### src/rtl/alu_req_arbiter.sv
// Round-robin front end that shares one combinational ALU between two requesters.
// Each op holds the ALU inputs for ALU_LAT cycles, captures the result and returns it with the requester ID.
module alu_req_arbiter #(
  parameter int              DATA_W  = 4,
  parameter int              OP_W    = 4,
  parameter int              RES_W   = 8,
  parameter int              ALU_LAT = 1,
  parameter logic [OP_W-1:0] IDLE_OP = 4'b1111
) (
  input  logic                clk,
  input  logic                rst_n,
  input  logic [1:0]          req_valid,
  output logic [1:0]          req_ready,
  input  logic [2*DATA_W-1:0] req_a,
  input  logic [2*DATA_W-1:0] req_b,
  input  logic [2*OP_W-1:0]   req_op,
  output logic [DATA_W-1:0]   alu_r1,
  output logic [DATA_W-1:0]   alu_r2,
  output logic [OP_W-1:0]     alu_op_code,
  input  logic [RES_W-1:0]    alu_out,
  output logic                rsp_valid,
  input  logic                rsp_ready,
  output logic                rsp_id,
  output logic [RES_W-1:0]    rsp_data,
  output logic                busy
);

  typedef enum logic [1:0] {S_IDLE, S_EXEC, S_RESP} state_t;

  localparam logic [3:0] LAT_INIT = 4'(ALU_LAT);

  state_t     state;
  state_t     state_nxt;
  logic       rr_ptr;
  logic [3:0] lat_cnt;
  logic       grant_id;
  logic       accept;

  // With both requesters valid the pointer decides; otherwise the lone valid one wins.
  always_comb begin
    grant_id = req_valid[1];
    if (req_valid == 2'b11) grant_id = rr_ptr;
  end

  assign accept = |(req_valid & req_ready);

  // State register
  always_ff @(posedge clk or negedge rst_n) begin
    if (!rst_n) state <= S_IDLE;
    else        state <= state_nxt;
  end

  // Next-state logic
  always_comb begin
    state_nxt = state;
    case (state)
      S_IDLE:  if (accept) state_nxt = S_EXEC;
      S_EXEC:  if (lat_cnt == 4'd1) state_nxt = S_RESP;
      S_RESP:  if (rsp_ready) state_nxt = S_IDLE;
      default: state_nxt = S_IDLE;
    endcase
  end

  // Output logic; ready is also held low while reset is asserted.
  always_comb begin
    busy      = (state != S_IDLE);
    req_ready = 2'b00;
    if (state == S_IDLE && rst_n && req_valid != 2'b00)
      req_ready = grant_id ? 2'b10 : 2'b01;
  end

  always_ff @(posedge clk or negedge rst_n) begin
    if (!rst_n) begin
      rr_ptr      <= 1'b0;
      lat_cnt     <= 4'd0;
      alu_r1      <= '0;
      alu_r2      <= '0;
      alu_op_code <= IDLE_OP;
      rsp_valid   <= 1'b0;
      rsp_id      <= 1'b0;
      rsp_data    <= '0;
    end else begin
      case (state)
        S_IDLE: begin
          if (accept) begin
            alu_r1      <= grant_id ? req_a[2*DATA_W-1:DATA_W] : req_a[DATA_W-1:0];
            alu_r2      <= grant_id ? req_b[2*DATA_W-1:DATA_W] : req_b[DATA_W-1:0];
            alu_op_code <= grant_id ? req_op[2*OP_W-1:OP_W] : req_op[OP_W-1:0];
            rsp_id      <= grant_id;
            rr_ptr      <= ~grant_id;
            lat_cnt     <= LAT_INIT;
          end
        end
        S_EXEC: begin
          lat_cnt <= lat_cnt - 4'd1;
          // Last hold cycle: capture the result and park the ALU inputs.
          if (lat_cnt == 4'd1) begin
            rsp_data    <= alu_out;
            rsp_valid   <= 1'b1;
            alu_r1      <= '0;
            alu_r2      <= '0;
            alu_op_code <= IDLE_OP;
          end
        end
        S_RESP: begin
          if (rsp_ready) rsp_valid <= 1'b0;
        end
        default: ;
      endcase
    end
  end

endmodule

### config.mk
export PLATFORM = sky130hd
export DESIGN_NAME = alu_req_arbiter
export DESIGN_NICKNAME = d
export VERILOG_FILES = /design/src/rtl/alu_req_arbiter.sv
export SDC_FILE = /design/constraint.sdc
export NUM_CORES = 1
export LEC_CHECK = 0
export BUFFER_PORTS_ARGS = -buffer_cell sky130_fd_sc_hd__buf_2
export CAP_MARGIN = 20
export CORE_MARGIN = 2
export CORE_UTILIZATION = 40
export CTS_CLUSTER_DIAMETER = 200
export DETAILED_ROUTE_END_ITERATION = 16
export HOLD_SLACK_MARGIN = 0.15
export PLACE_DENSITY = 0.77
export REMOVE_ABC_BUFFERS = 1
export SLEW_MARGIN = 20
export SYNTH_ARGS = -nofsm -noshare
export SYNTH_HDL_FRONTEND = slang
export SYNTH_SLANG_ARGS = --single-unit
### constraint.sdc
create_clock -name clk -period 2.2 [get_ports clk]
set_clock_uncertainty 0.15 [all_clocks]
set_input_delay 0.44 -clock clk [delete_from_list [all_inputs] [get_ports clk]]
set_output_delay 0.44 -clock clk [all_outputs]
set_load 0.01 [all_outputs]
==> metrics.txt, run 1 <==
status=completed; r2r endpoint=alu_r2[0]; WL met1=1302 um; total power draw=2.347 mW; f_max=471.2 MHz; Tcrit/Tclk final=96.46%; Row Count=21; die height=62.50 um; CTS root buf=clkbuf_4; pin count of the biggest net entering global routing=30; CTS tree=yes; DRC errors left=0; Syn. warnings=0; Final Cell Area=0.001821 mm^2; WL/cell=13.66 um; Antenna Nets Post-Route=0; CP Launch Type=input port; RSZ-0062 raised after global routing=false; # Max-Cap Violations=0; WHS Path Cells=2; Top Layer Used=met4; Leak=0.9518 nW; Starting DRT DRC Count=31; CTS clk-pin slew, worst paths=0.09 ns; setup_tns=0 ns; Nets=224; Final Routed Wirelength=3170 um; Synth Instances=116; FF+latch count, synth=29; clock power share=15.5%; min Tclk post-route=2.122 ns; io pins=62; Tot GR Track Use=17.32%; Crit Path Max Fanout=3; dpl hpwl=2519 um; total congestion overflow=0; switch share=37.24%; FF-to-FF setup slack=0.45 ns; detailed-route vias per instance=4.875; Initial Util=41.35%; Die ar.=0.003906 mm^2; HP Class=input port to flop; Worst-Skew Late Latency=0.32 ns; synthesized area=0.001369 mm^2; routed wl met3=244 um; post-synthesis sequential area ratio=53.38%; I/O Buffers=61; worst vdd ir=496.1 uV; max incr delay on CP=0.52 ns; clock sink total=29; postcts setup bufs=0; First-pass DRT Iterations=4; part of the power in combinational logic=44.3%; P_sw=874.2 uW; Final Max Tran Viols=0; Worst Path Arrival=1.53 ns; endpoints failing setup=0; H-tree levels=2; final hold vios=0; P&R area growth vs syn=33.00%; met2 WL=1559 um; sequential share of power=40.2%; Mean Syn Cell Area=11.80 um^2; clock buffer depth=2; Slew @ Worst Pin=0.3560 ns; cells on worst reg2reg path=5; CP endpoint kind=output pin; layout cell share with drive strength beyond 1=46.24%; initial antenna violation count=0; RR Startpoint=state[0]; number of global-route vias before repair=1,146; Rel. slew slack=76.26%; WHS Endpoint=state[1]; via count=1,131; Crit path top cell by count=buf_2; ANT cells=0; Setup CP Type=input port to output pin; Placed Area=0.001738 mm^2; Routability Congestion=0.7986; worst hold start=rsp_ready; core area=0.003311 mm^2; first-pass GRT wire length=5195 um; Max stage delay cell, worst path=dlygate4sd3_1; Synth cell types=26; P_int=1.473 mW; Die X=62.50 um; Power Dens Cells=1289 mW/mm^2; TritonCTS Buffers=5; worst path cell trace=dlygate4sd3_1 > buf_2 > o211ai_2 > nor2_2 > buf_2; WP data required=1.61 ns
[critical path, delay by kind of cell]
kind / cells / cell delay [ns]
AOI/OAI and AO/OA: 1 / 0.12
buffers and inverters: 3 / 0.79
and+or+nand+nor: 1 / 0.18
[state kept, by name (all words and copies together), names as in the netlist]
signal / flops
state: 2
alu_r1: 4
lat_cnt: 4
alu_r2: 4
rsp_id: 1
rr_ptr: 1
rsp_valid: 1
alu_op_code: 4
rsp_data: 8
[synth_stat cells]
cell type | count | area (um^2)
a21o_1 | 1 | 7.510
a21oi_1 | 2 | 10.01
and2_1 | 1 | 6.260
and3_1 | 1 | 6.260
buf_2 | 4 | 20.02
buf_6 | 1 | 11.26
dfrtp_1 | 25 | 625.6
dfstp_2 | 4 | 105.1
ha_1 | 2 | 25.02
inv_1 | 6 | 22.52
mux2_1 | 12 | 135.1
mux2_2 | 3 | 33.78
mux2i_1 | 12 | 120.1
nand2_1 | 9 | 33.78
nand2_2 | 1 | 6.260
nand2b_1 | 2 | 12.51
nand3_1 | 3 | 15.01
nor2_1 | 10 | 37.54
nor2b_1 | 2 | 12.51
nor3b_2 | 1 | 12.51
o211ai_2 | 1 | 12.51
o21ai_0 | 4 | 20.02
o21ai_1 | 2 | 10.01
o21ai_4 | 1 | 16.27
o2bb2ai_1 | 5 | 43.79
or4_1 | 1 | 7.510
[power by group through the flow]
| stage | Clock [mW] | Sequential [mW] | Combinational (mW) |
|---|---|---|---|
| global placement | 0 | 0.933 | 0.982 |
| detailed placement | 0 | 0.954 | 1.05 |
| global route | 0.412 | 0.967 | 1.15 |
| finish | 0.364 | 0.943 | 1.04 |
| CTS | 0.379 | 0.944 | 1.06 |
| floorplan | 0 | 1.03 | 0.530 |
[placed cells by master, fill, tap and decap left out, types with 2 or more instances in the layout]
master and instances:
a21oi_1 2, o21ai_0 4, buf_2 61, nor2_1 9
dfstp_2 4, o2bb2ai_1 5, buf_4 5, nand2_1 9
clkbuf_4 5, clkbuf_8 2, dfrtp_1 25, nand2b_1 2
mux2_1 12, mux2_2 3, mux2i_1 12, nand3_1 3
inv_1 6, nor2b_1 2, ha_1 2, o21ai_1 2
[repair_timing]
item / CTS / global route
setup endpoints to repair: 0 / 1
hold endpoints to repair: 25 / 0
hold buffers: 1 / 0
gates resized for setup: 0 / 1
[logic make-up (layout without fill, tap and decap cells)]
group / count (synthesis) / count (layout) / share of synthesized area (%)
adder cells (fa/ha/maj): 2 / 2 / 1.828
AND/OR/NAND/NOR: 31 / 31 / 10.97
AO/OA/AOI/OAI: 16 / 16 / 8.775
flip-flops: 29 / 29 / 53.38
multiplexers: 27 / 27 / 21.12
buffers and inverters: 11 / 81 / 3.930
[layer usage]
metal  track usage [%]  vias up
met4             7.778        0
li1                  -      536
met1             18.13      536
met5                 0        -
met3             7.027        8
met2             30.38       51
[worst max path at each step]
stage                      start      endpoint  slack [ns]  cells past startpoint
floorplan               state[1]     alu_r2[0]        0.18                      4
global placement    req_valid[0]  req_ready[0]        0.47                      5
detailed placement  req_valid[0]     alu_r1[3]        0.40                      6
CTS                        rst_n  req_ready[1]        0.03                      5
global route               rst_n  req_ready[1]       0.006                      5
finish                     rst_n  req_ready[1]        0.08                      5
[cell type report]
class / count / area [um^2]
well taps: 46 / 57.56
fillers: 299 / 1490
clock buffers: 7 / 65.06
repair buffers: 67 / 352.8
clock inverters: 1 / 5.005
flip-flops and latches: 29 / 730.7
inverters: 6 / 22.52
multi-input cells: 76 / 586.8
[per-stage QoR]
step           worst slack, ns  instances  util [%]  hold WS, ns
5_1_grt               0.005817        232     54.99       0.1518
2_1_floorplan           0.1803        111         -    -0.005591
3_5_place_dp            0.4045        223     52.49       0.3274
4_1_cts                0.02534        232     54.91       0.1519
3_3_place_gp            0.4685        223     52.49       0.3132
6_report               0.07792        232     54.99       0.1706
(Power assumes the default switching activity.)
==> run 2: changes to the inputs <==
--- a/config.mk
+++ b/config.mk
@@ -5,6 +5,7 @@
 export SDC_FILE = /design/constraint.sdc
 export NUM_CORES = 1
 export LEC_CHECK = 0
+export ABC_AREA = 1
 export BUFFER_PORTS_ARGS = -buffer_cell sky130_fd_sc_hd__buf_2
 export CAP_MARGIN = 20
 export CORE_MARGIN = 2
@@ -12,7 +13,7 @@
 export CTS_CLUSTER_DIAMETER = 200
 export DETAILED_ROUTE_END_ITERATION = 16
 export HOLD_SLACK_MARGIN = 0.15
-export PLACE_DENSITY = 0.77
+export PLACE_DENSITY = 0.76
 export REMOVE_ABC_BUFFERS = 1
 export SLEW_MARGIN = 20
 export SYNTH_ARGS = -nofsm -noshare
==> run 2 against run 1 <==
Net effect:
- flip-flop and latch count stayed put
- hold slack better by 0.0078 ns
- register-to-register slack better by 0.11 ns
- combinational power is 5% higher
- sequential power is 0.4% higher
- die area is 3.7% higher
- final cell count is 27% higher
- wire length is 1.1% higher
- core utilization is 1.2 points higher
- largest cell class unchanged
==> metrics.txt, run 2 <==
FF+latch count, synth=29; Slew @ Worst Pin=0.3518 ns; most numerous cell in the Yosys netlist=nand2_1; Starting DRT DRC Count=42; Die X=63.64 um; Setup CP Type=input port to output pin; initial antenna violation count=0; total power draw=2.570 mW; CP Launch Type=input port; P&R area growth vs syn=32.81%; dpl hpwl=2374 um; Syn. warnings=0; pin count of the biggest net entering global routing=30; most common cell after layout, fill and taps aside=nand2_1; clock buffer depth=2; Top Layer Used=met4; Synth top cells by count=nand2_1, dfrtp_1, inv_1; post-synthesis async set-or-reset flop share=100.0%; Mean Syn Cell Area=7.860 um^2; WP data required=1.61 ns; synthesized area=0.001423 mm^2; Crit Path Max Fanout=4; Rel. slew slack=76.55%; met2 WL=1521 um; Reg with most FFs=rsp_data; Finished Core Util=56.18%; core area=0.003363 mm^2; Tcrit/Tclk final=96.52%; total congestion overflow=0; number of global-route vias before repair=1,256; Routability Congestion=0.8530; Final Routed Wirelength=3204 um; DRC errors left=0; WL/cell=10.86 um; Worst-Skew Late Latency=0.32 ns; commonest cells after routing, fill and taps aside=nand2_1, buf_2, inv_1, dfrtp_1, nand3_1; Synth cell types=22; endpoints failing setup=0; ANT cells=0; Final Max Tran Viols=0; final hold vios=0; HP Class=input port to flop; I/O Buffers=61; Power Dens Cells=1360 mW/mm^2; postcts setup bufs=0; routed wl met3=212 um; CP endpoint kind=output pin; f_max=470.9 MHz; Final Cell Area=0.001889 mm^2; layout cell share with drive strength beyond 1=34.54%; io pins=62; Synth Instances=181; Tot GR Track Use=17.08%; Leak=1.123 nW; # Max-Cap Violations=0; worst vdd ir=782.6 uV; RSZ-0062 raised after global routing=false; status=completed; Nets=287; setup_tns=0 ns; Die ar.=0.004049 mm^2; CTS clk-pin slew, worst paths=0.09 ns; Worst Path Arrival=1.53 ns; CTS root buf=clkbuf_4; via count=1,353; Antenna Nets Post-Route=0; max reg flops=8; First-pass DRT Iterations=4; clock sink total=29; TritonCTS Buffers=5; Synth top area share=43.98%; area leader, netlist=dfrtp_1; detailed-route vias per instance=4.586; WL met1=1441 um; first-pass GRT wire length=5354 um; min Tclk post-route=2.123 ns; Post-synth EDFFs=0; Row Count=21; Initial Util=42.30%; largest cells by area after synthesis=dfrtp_1, nand2_1, nand3_1, dfstp_2, inv_1; most common flop cell mapped by yosys=dfrtp_1; CTS tree=yes; H-tree levels=2; DP Cell Count=286; Placed Area=0.001774 mm^2; post-synthesis sequential area ratio=51.36%; fin cells=295; die height=63.64 um
run 2: cell count changes after synthesis, sizes merged, moves of 4 or more:
cell	before	now
nand2	10	70
inv	6	28
nand3	3	25
mux2	15	0
mux2i	12	0
o21ai	7	13
o2bb2ai	5	0
nor2	10	6
run 2: worst paths after layout:
kind / startpoint / endpoint / slack, ns / cells after the start
min in group asynchronous: rst_n / lat_cnt[1] / 0.55 / 3
min: rsp_ready / state[1] / 0.18 / 2
max reg2reg: state[1] / alu_r1[3] / 0.56 / 7
max in group asynchronous: rst_n / alu_op_code[0] / 1.03 / 3
max: rst_n / req_ready[1] / 0.08 / 5
min reg2reg: alu_op_code[1] / alu_op_code[1] / 0.32 / 2
run 2: what timing repair did:
action                                  in CTS  in global routing
hold buffers                                 1                  0
hold endpoints to repair                    25                  0
endpoints found under the setup margin       0                  1
gates resized for setup                      0                  1
run 2: logic make-up (layout without fill, tap and decap cells):
group / Yosys count / after routing / synth area share, %
AOI/OAI and AO/OA: 15 / 15 / 5.365
adders and majority gates: 2 / 2 / 1.759
buffers and inverters: 34 / 102 / 10.03
DFF: 29 / 29 / 51.36
and+or+nand+nor: 101 / 101 / 31.49
run 2: metal layers:
| layer | vias up | global-route usage, % |
|---|---|---|
| li1 | 694 | - |
| met1 | 604 | 21.17 |
| met4 | 0 | 4.891 |
| met3 | 4 | 5.714 |
| met2 | 51 | 28.29 |
| met5 | - | 0 |
run 2: layout make-up:
cell class	count	area [um^2]
Fill cell	332	1474
Sequential cell	29	730.7
Multi-Input combinational cell	118	551.8
Timing Repair Buffer	65	337.8
Inverter	29	108.9
Clock inverter	3	65.06
Tap cell	46	57.56
Clock buffer	5	37.54
run 2: critical path: stages:
cell and delay, ns:
dlygate4sd3_1 0.52, buf_2 0.13, nand3_2 0.12, nor2_1 0.16, buf_2 0.16
run 2: per-stage QoR:
stage / hold slack [ns] / worst slack [ns]
after floorplan: -0.005591 / 0.4013
after global placement: 0.3037 / 0.3583
after detailed placement: 0.3069 / 0.3217
after CTS: 0.1721 / 0.07003
after global routing: 0.1764 / 0.02219
final: 0.1784 / 0.07653
run 2: power breakdown:
part	internal [mW]	switching, mW	total, mW
sequential	0.813	0.134	0.947
combinational	0.413	0.679	1.09
clock	0.352	0.178	0.530
total	1.58	0.992	2.57
